## config.mk

```make
export PLATFORM = sky130hd
export DESIGN_NAME = axi_rd_arbiter
export DESIGN_NICKNAME = d
export VERILOG_FILES = /design/src/rtl/axi_rd_arbiter_pkg.sv /design/src/rtl/axi_rd_arbiter_decoder.sv /design/src/rtl/axi_rd_arbiter.sv
export SDC_FILE = /design/constraint.sdc
export NUM_CORES = 1
export LEC_CHECK = 0
export ABC_CLOCK_PERIOD_IN_PS = 3010
export BUFFER_PORTS_ARGS = -buffer_cell sky130_fd_sc_hd__buf_2
export CAP_MARGIN = 20
export CORE_AREA = 2 2 95 97
export CTS_CLUSTER_DIAMETER = 80
export DETAILED_ROUTE_END_ITERATION = 10
export DIE_AREA = 0 0 97 99
export GPL_TIMING_DRIVEN = 0
export HOLD_SLACK_MARGIN = 0.15
export PLACE_DENSITY = 0.71
export SLEW_MARGIN = 10
export SYNTH_ARGS = -nofsm -noshare
export SYNTH_HDL_FRONTEND = slang
export SYNTH_HIERARCHICAL = 1
export SYNTH_SLANG_ARGS = --single-unit
```

## constraint.sdc

```tcl
create_clock -name ACLK -period 3.01 [get_ports ACLK]
set_input_delay 0.301 -clock ACLK [delete_from_list [all_inputs] [get_ports ACLK]]
set_output_delay 0.301 -clock ACLK [all_outputs]
set_load 0.1 [all_outputs]
```

## src/rtl/axi_rd_arbiter_pkg.sv

```systemverilog
// Shared definitions for the two-master AXI read arbiter: field widths,
// AXI response codes, FSM state encoding and the reserved-slave test.
// Optional feature macro: AXI_DECERR_EN (adds the ERR state).
`ifndef AXI_ADDR_WIDTH
`define AXI_ADDR_WIDTH 32
`endif

package axi_rd_arbiter_pkg;

  localparam int AXI_LEN_WIDTH      = 8;
  localparam int AXI_RESP_WIDTH     = 2;
  localparam int AXI_SLAVE_NO_WIDTH = 3;

  localparam logic [AXI_RESP_WIDTH-1:0] AXI_RESP_OKAY   = 2'b00;
  localparam logic [AXI_RESP_WIDTH-1:0] AXI_RESP_DECERR = 2'b11;

`ifdef AXI_DECERR_EN
  typedef enum logic [1:0] {
    ST_IDLE = 2'd0,
    ST_ADDR = 2'd1,
    ST_DATA = 2'd2,
    ST_ERR  = 2'd3
  } arb_state_t;
`else
  typedef enum logic [1:0] {
    ST_IDLE = 2'd0,
    ST_ADDR = 2'd1,
    ST_DATA = 2'd2
  } arb_state_t;
`endif

  // Slaves 3 and 5 are holes in the address map; they answer with DECERR.
  function automatic logic is_reserved(input logic [AXI_SLAVE_NO_WIDTH-1:0] slave_no);
    return (slave_no == 3'd3) || (slave_no == 3'd5);
  endfunction

endpackage

```

## src/rtl/axi_rd_arbiter_decoder.sv

```systemverilog
// Address map decoder: turns the top address byte into a slave number.
//   nibble < 4 -> 0, nibble 4 -> 1 or 2 (split on addr[27:24] < 4),
//   5/6 -> 3, 7 -> 4, >= 8 -> 5.
module axi_decoder
  import axi_rd_arbiter_pkg::*;
(
  input  logic [7:0]                    addr_top,
  output logic [AXI_SLAVE_NO_WIDTH-1:0] slave_no
);

  logic [3:0] hi_nib;
  logic [3:0] lo_nib;

  assign hi_nib = addr_top[7:4];
  assign lo_nib = addr_top[3:0];

  // Priority chain over the top nibble of the address.
  always_comb begin
    slave_no = 3'd5;
    if (hi_nib < 4'd4)       slave_no = 3'd0;
    else if (hi_nib == 4'd4) slave_no = (lo_nib < 4'd4) ? 3'd1 : 3'd2;
    else if (hi_nib <= 4'd6) slave_no = 3'd3;
    else if (hi_nib == 4'd7) slave_no = 3'd4;
    else                     slave_no = 3'd5;
  end

endmodule

```

## src/rtl/axi_rd_arbiter.sv

```systemverilog
// Two-master round-robin AXI read arbiter onto one shared slave port.
// One transaction in flight; FSM IDLE -> ADDR -> DATA (-> ERR with macro).
// Optional feature macro: AXI_DECERR_EN -- reserved slaves (3, 5) are
// answered locally with DECERR beats instead of being forwarded.
//
// Handshake rule on every channel: a transfer happens on the rising ACLK
// edge where valid and ready are both 1; a valid source holds its payload
// stable until that edge, and ready never depends on a future valid.
`ifndef AXI_ADDR_WIDTH
`define AXI_ADDR_WIDTH 32
`endif

module axi_rd_arbiter
  import axi_rd_arbiter_pkg::*;
#(
  parameter int AXI_ADDR_WIDTH = `AXI_ADDR_WIDTH,
  parameter int AXI_DATA_WIDTH = 32
) (
  input  logic                          ACLK,
  input  logic                          ARESET,
  // master 0
  input  logic                          m0_arvalid,
  output logic                          m0_arready,
  input  logic [AXI_ADDR_WIDTH-1:0]     m0_araddr,
  input  logic [AXI_LEN_WIDTH-1:0]      m0_arlen,
  output logic                          m0_rvalid,
  input  logic                          m0_rready,
  output logic [AXI_DATA_WIDTH-1:0]     m0_rdata,
  output logic [AXI_RESP_WIDTH-1:0]     m0_rresp,
  output logic                          m0_rlast,
  // master 1
  input  logic                          m1_arvalid,
  output logic                          m1_arready,
  input  logic [AXI_ADDR_WIDTH-1:0]     m1_araddr,
  input  logic [AXI_LEN_WIDTH-1:0]      m1_arlen,
  output logic                          m1_rvalid,
  input  logic                          m1_rready,
  output logic [AXI_DATA_WIDTH-1:0]     m1_rdata,
  output logic [AXI_RESP_WIDTH-1:0]     m1_rresp,
  output logic                          m1_rlast,
  // shared slave address channel
  output logic                          s_arvalid,
  input  logic                          s_arready,
  output logic [AXI_ADDR_WIDTH-1:0]     s_araddr,
  output logic [AXI_LEN_WIDTH-1:0]      s_arlen,
  output logic [AXI_SLAVE_NO_WIDTH-1:0] s_slave_no,
  // shared slave read channel
  input  logic                          s_rvalid,
  output logic                          s_rready,
  input  logic [AXI_DATA_WIDTH-1:0]     s_rdata,
  input  logic [AXI_RESP_WIDTH-1:0]     s_rresp,
  input  logic                          s_rlast,
  // debug view of the FSM
  output logic [1:0]                    dbg_state
);

  arb_state_t                    state;
  logic                          grant;       // 0 = M0 owns the transaction, 1 = M1
  logic                          last_grant;  // most recent winner, for round-robin
  logic                          win;
  logic [AXI_ADDR_WIDTH-1:0]     win_addr;
  logic [AXI_LEN_WIDTH-1:0]      win_len;
  logic [AXI_SLAVE_NO_WIDTH-1:0] dec_slave_no;
  logic                          granted_rready;
`ifdef AXI_DECERR_EN
  logic [AXI_LEN_WIDTH-1:0]      err_cnt;
  logic                          err_last;
  assign err_last = (err_cnt == s_arlen);
`endif

  assign dbg_state      = state;
  assign granted_rready = grant ? m1_rready : m0_rready;

  // Round-robin pick: on a tie the master that did not win last time wins.
  always_comb begin
    win = 1'b0;
    if (m0_arvalid && m1_arvalid) win = ~last_grant;
    else if (m1_arvalid)          win = 1'b1;
  end

  assign win_addr = win ? m1_araddr : m0_araddr;
  assign win_len  = win ? m1_arlen  : m0_arlen;

  axi_decoder u_decoder (
    .addr_top (win_addr[AXI_ADDR_WIDTH-1 -: 8]),
    .slave_no (dec_slave_no)
  );

  // Transaction FSM with registered address-side outputs.
  always_ff @(posedge ACLK or posedge ARESET) begin
    if (ARESET) begin
      state      <= ST_IDLE;
      grant      <= 1'b0;
      last_grant <= 1'b1;
      m0_arready <= 1'b0;
      m1_arready <= 1'b0;
      s_arvalid  <= 1'b0;
      s_araddr   <= '0;
      s_arlen    <= '0;
      s_slave_no <= '0;
`ifdef AXI_DECERR_EN
      err_cnt    <= '0;
`endif
    end else begin
      m0_arready <= 1'b0;
      m1_arready <= 1'b0;
      case (state)
        ST_IDLE: begin
          if (m0_arvalid || m1_arvalid) begin
            grant      <= win;
            last_grant <= win;
            m0_arready <= ~win;
            m1_arready <= win;
            s_araddr   <= win_addr;
            s_arlen    <= win_len;
            s_slave_no <= dec_slave_no;
`ifdef AXI_DECERR_EN
            if (is_reserved(dec_slave_no)) begin
              state   <= ST_ERR;
              err_cnt <= '0;
            end else begin
              state <= ST_ADDR;
            end
`else
            state <= ST_ADDR;
`endif
          end
        end
        ST_ADDR: begin
          // First ADDR cycle raises s_arvalid; it then holds until accepted.
          if (!s_arvalid) begin
            s_arvalid <= 1'b1;
          end else if (s_arready) begin
            s_arvalid <= 1'b0;
            state     <= ST_DATA;
          end
        end
        ST_DATA: begin
          if (s_rvalid && s_rready && s_rlast) state <= ST_IDLE;
        end
`ifdef AXI_DECERR_EN
        ST_ERR: begin
          if (granted_rready) begin
            if (err_last) state <= ST_IDLE;
            else          err_cnt <= err_cnt + 8'd1;
          end
        end
`endif
        default: state <= ST_IDLE;
      endcase
    end
  end

  // Read-data routing to the granted master; the other master sees rvalid=0.
  always_comb begin
    m0_rvalid = 1'b0;
    m1_rvalid = 1'b0;
    m0_rdata  = s_rdata;
    m1_rdata  = s_rdata;
    m0_rresp  = s_rresp;
    m1_rresp  = s_rresp;
    m0_rlast  = s_rlast;
    m1_rlast  = s_rlast;
    s_rready  = 1'b0;
    if (state == ST_DATA) begin
      s_rready = granted_rready;
      if (grant) m1_rvalid = s_rvalid;
      else       m0_rvalid = s_rvalid;
    end
`ifdef AXI_DECERR_EN
    if (state == ST_ERR) begin
      if (grant) begin
        m1_rvalid = 1'b1;
        m1_rdata  = '0;
        m1_rresp  = AXI_RESP_DECERR;
        m1_rlast  = err_last;
      end else begin
        m0_rvalid = 1'b1;
        m0_rdata  = '0;
        m0_rresp  = AXI_RESP_DECERR;
        m0_rlast  = err_last;
      end
    end
`endif
  end

endmodule

```

Word level (Yosys, flattened, before mapping)
Cells that the tools add are included.

word-level totals
  register bits = 50
  bits in latches = 0
  memory bits (writable) = 0
  bits in read-only memories = 0
  input port bits = 123
  output and inout bits = 121
  word-level logic and storage cells = 55
  memories = 0

operators by class
  add/sub/neg operators = 0
  multipliers = 0
  div/mod/pow operators = 0
  $lt $le $gt $ge = 3
  equal/unequal tests = 8
  shifts and indexed selects = 0
  mux-type cells = 26
  bitwise gates (word level) = 2
  reduce and logical (&&, ||, !) cells = 7

operators by type and width
  cell                  number
  $mux W32              1
  $mux W1               15
  $mux W2               5
  $mux W3               3
  $eq A4 B3 Y1 const B  2
  $lt A4 B3 Y1 const B  2
  $mux W8               1
  $ne A2 B2 Y1 const B  4
  $pmux W2 S3           1
  $le A4 B3 Y1 const B  1
  $reduce_and A4 Y1     1
  $logic_and A1 B1 Y1   3
  $eq A2 B1 Y1 const B  1
  $eq A2 B2 Y1 const B  1
  $logic_not A2 Y1      1
  $not A1 Y1            2
  $reduce_and A2 Y1     1
  $logic_or A1 B1 Y1    1

Depth between registers and ports, before layout
  depth after elaboration = 8
  gate-level depth with buffers = 8
  mapped depth without buffers = 7

Modules after synthesis
The synthesis kept the hierarchy.

by module, submodules not included
  module          instances  cells an instance  area each (um^2)  sequential area each (um^2)
  axi_rd_arbiter  1          338                2884.0            1252.5
  axi_decoder     1          8                  50.0              0.0

Least setup slack after synthesis
OpenSTA, ideal clock, no wires.

  path type = register to output
  from = register state[1] (netlist: dbg_state[1])
  to = output port m0_rvalid
  arrival time = 3.410 ns
  required time = 2.709 ns
  setup slack = -0.701 ns
  cell stages (with the launch flop) = 3
  path buffers = 0
  path through = dfrtp_1 nand2b_1 nor3b_1

on the way
  word-level cells in the longest chain between the ends = 2

ends and longest elaborated chain
  item                      line                   text
  start: declaration        axi_rd_arbiter.sv:57   arb_state_t state;
  start signal: assignment  axi_rd_arbiter.sv:92   state <= ST_IDLE;
  start signal: assignment  axi_rd_arbiter.sv:125  state <= ST_ADDR;
  start signal: assignment  axi_rd_arbiter.sv:135  state <= ST_DATA;
  $eq A2 B2 Y1              axi_rd_arbiter.sv:165  if (state == ST_DATA) begin
  $mux W1                   axi_rd_arbiter.sv:165
  end: declaration          axi_rd_arbiter.sv:26   output logic m0_rvalid,

Every way passes these cells.

Worst setup path after layout
  from = register last_grant
  to = register s_slave_no[0]

on the way
  word-level cells in the longest chain between the ends = 8
  elaborated cells between the ends (all ways) = 13
  classes of those cells = 3 x order compare; 2 x eq/ne; 7 x mux; 1 x bitwise

ends and longest elaborated chain
  item                                                  line                          text
  start: declaration                                    axi_rd_arbiter.sv:59          logic last_grant;
  start signal: assignment                              axi_rd_arbiter.sv:111         last_grant <= win;
  $not A1 Y1 (*)                                        axi_rd_arbiter.sv:77          if (m0_arvalid && m1_arvalid) win = ~last_grant;
  $mux W1 (*)                                           axi_rd_arbiter.sv:77
  $mux W32 (*)                                          axi_rd_arbiter.sv:81          assign win_addr = win ? m1_araddr : m0_araddr;
  named net win_addr[28]                                axi_rd_arbiter.sv:61          logic [AXI_ADDR_WIDTH-1:0] win_addr;
  branches (longest 4 deep; another with $le A4 B3 Y1)  n/a
  $mux W3 (*)                                           axi_rd_arbiter_decoder.sv:20  if (hi_nib < 4'd4) slave_no = 3'd0;
  named net dec_slave_no[0]                             axi_rd_arbiter.sv:63          logic [AXI_SLAVE_NO_WIDTH-1:0] dec_slave_no;
  end signal: assignment                                axi_rd_arbiter.sv:116         s_slave_no <= dec_slave_no;
  end: declaration                                      axi_rd_arbiter.sv:46          output logic [AXI_SLAVE_NO_WIDTH-1:0] s_slave_no,

Mark *: on every way through the listed nets, which the timed path passes.
A chain may end at the register's enable or synchronous reset.

==> impl_results.md <==
- Status: finished clean
- Relative slew slack: 0.611
- Clk root buf: clkbuf_8
- I/O Pins: 244
- Clk slew on worst S/H paths: 0.09 ns
- Sink Count: 50
- Hold Path Class: in2reg
- Setup Fix Bufs, Post-CTS: 0
- Core Footprint: 0.00855 mm²
- WL final: 9200 µm
- Drt drc: 0
- Row cnt: 34
- Num CTS Buffers: 5
- Pre-CTS WS: 0.825 ns
- Vias in the first global route: 3149
- Setup crit start kind: flip-flop
- Synth Net Count: 467
- Final setup violation count: 0
- CTS H-tree lvls: 2
- RSZ-0062 raised after global routing: no
- First-pass DRT Iterations: 4
- Antenna Violating Nets Remaining: 0
- Initial antenna violation count: 0
- Detailed placer's ending HPWL: 7390 µm
- Max Cap Viol: 0
- Total gr overflow: 0
- TritonCTS clock tree: yes
- PostCTS Resize Cnt: 0
- CP max FO: 10
- Die height: 99 µm
- Period Utilization, post-route: 0.714
- Slew @ Worst Pin: 0.583 ns
- Initial DRC count: 94
- Total track usage: 0.183
- Synthesized cell area: 0.00293 mm²
- WL/cell: 13.7 µm
- Worst skew pair latency: 0.29 ns
- Syn_area_per_cell: 8.51 µm²
- Max Clock Freq: 0.465 GHz
- Final Critical Period: 2.15 ns
- Mapped Cells: 344
- Worst Path Required: 3.20 ns
- Arrival time worst endpoint: 2.34 ns
- Vias: 3136
- Final Skew: 0.00403 ns
- Global-route wire length before repair: 14400 µm
- Final core utilization: 0.497
- Avg Vias per Cell: 4.67
- # diodes: 0
- RePlAce Congestion: 0.781
- Pin count of the biggest net entering global routing: 31
- Die ar.: 0.00960 mm²
- Max-slew violation count: 0
- Area growth from synthesis to layout: 45.3%
- Crit Path Class: reg2reg
- CP endpoint kind: flip-flop
- YS warnings: 6
- Clk buf depth: 2
- Initial Util: 0.342
- Final net count: 685
- Final setup TNS: 0 ns
- Die width: 97 µm
- Share of layout cells above drive strength 1: 0.542
- Min setup slack post-route: 0.861 ns
- IO buf count: 209
- Final hold violations: 0
[critical path, stage by stage (launching register included)]
cell and delay, ns:
dfstp_2 0.56, a21bo_1 0.23, clkbuf_1 0.45, nand2_1 0.14, nand2_1 0.17, nand2_1 0.07, nand2_1 0.08, o21bai_1 0.08
mux2_4 0.25
[registers in the layout, summed over array words and instances, names as in the netlist]
name	flops
s_arvalid	1
last_grant	1
s_slave_no	3
grant	1
m1_arready	1
s_araddr	32
m0_arready	1
dbg_state	2
s_arlen	8
[worst paths after layout]
kind | startpoint | to | slack [ns] | cells past startpoint
worst max-delay path | last_grant | s_slave_no[0] | 0.86 | 8
worst min-delay path | m0_arvalid | last_grant | 0.21 | 2
worst max register to register | last_grant | s_slave_no[0] | 0.86 | 8
worst min register to register | s_slave_no[1] | s_slave_no[1] | 0.52 | 1
max in group asynchronous | ARESET | last_grant | 1.84 | 4
min in group asynchronous | ARESET | s_araddr[4] | 0.57 | 3
[stage by stage]
step           cell area (µm²)  hold WS, ns  instances
6_report                  4250        0.213        671
5_1_grt                   4250        0.177        671
4_1_cts                   4250        0.183        671
3_5_place_dp              4130        0.353        662
3_3_place_gp              4110        0.488        661
2_1_floorplan             2930        0.371        344
[layout make-up]
cell class                 count  area, µm²
clock inverter                 2       37.5
clock buffer                   6       72.6
buffer                        92        648
timing repair buffer         211       1080
inverter                       2       7.51
multi-input combinational    200       1020
sequential                    50       1250
tap                          108        135
fill                         868       4300
[timing repair]
item | CTS | global route
endpoints found under the setup margin | 0 | 0
hold buffers | 1 | 0
hold endpoints to repair | 20 | 0
[layout by cell type, fill, tap and decap left out, types with 2 or more instances in the layout]
cell type,count
buf_2,211
nand2_1,92
buf_4,70
dfrtp_1,49
a21oi_1,41
a31oi_1,41
clkbuf_1,16
buf_6,5
clkbuf_8,5
nor2_1,3
nor3_1,3
mux2_4,3
nor2b_1,2
a31o_2,2
[metal layers]
layer / up-vias / GRT usage / part of all wire
met2: 143 / 0.339 / 0.52
met5: - / 0 / 0
met3: 6 / 0.0340 / 0.072
met1: 1462 / 0.218 / 0.40
met4: 0 / 0.0466 / 0.011
li1: 1525 / - / -
Power is left out: the tool's default activity adds up to more than one toggle a clock period on the data nets, which glitch-free logic cannot reach.
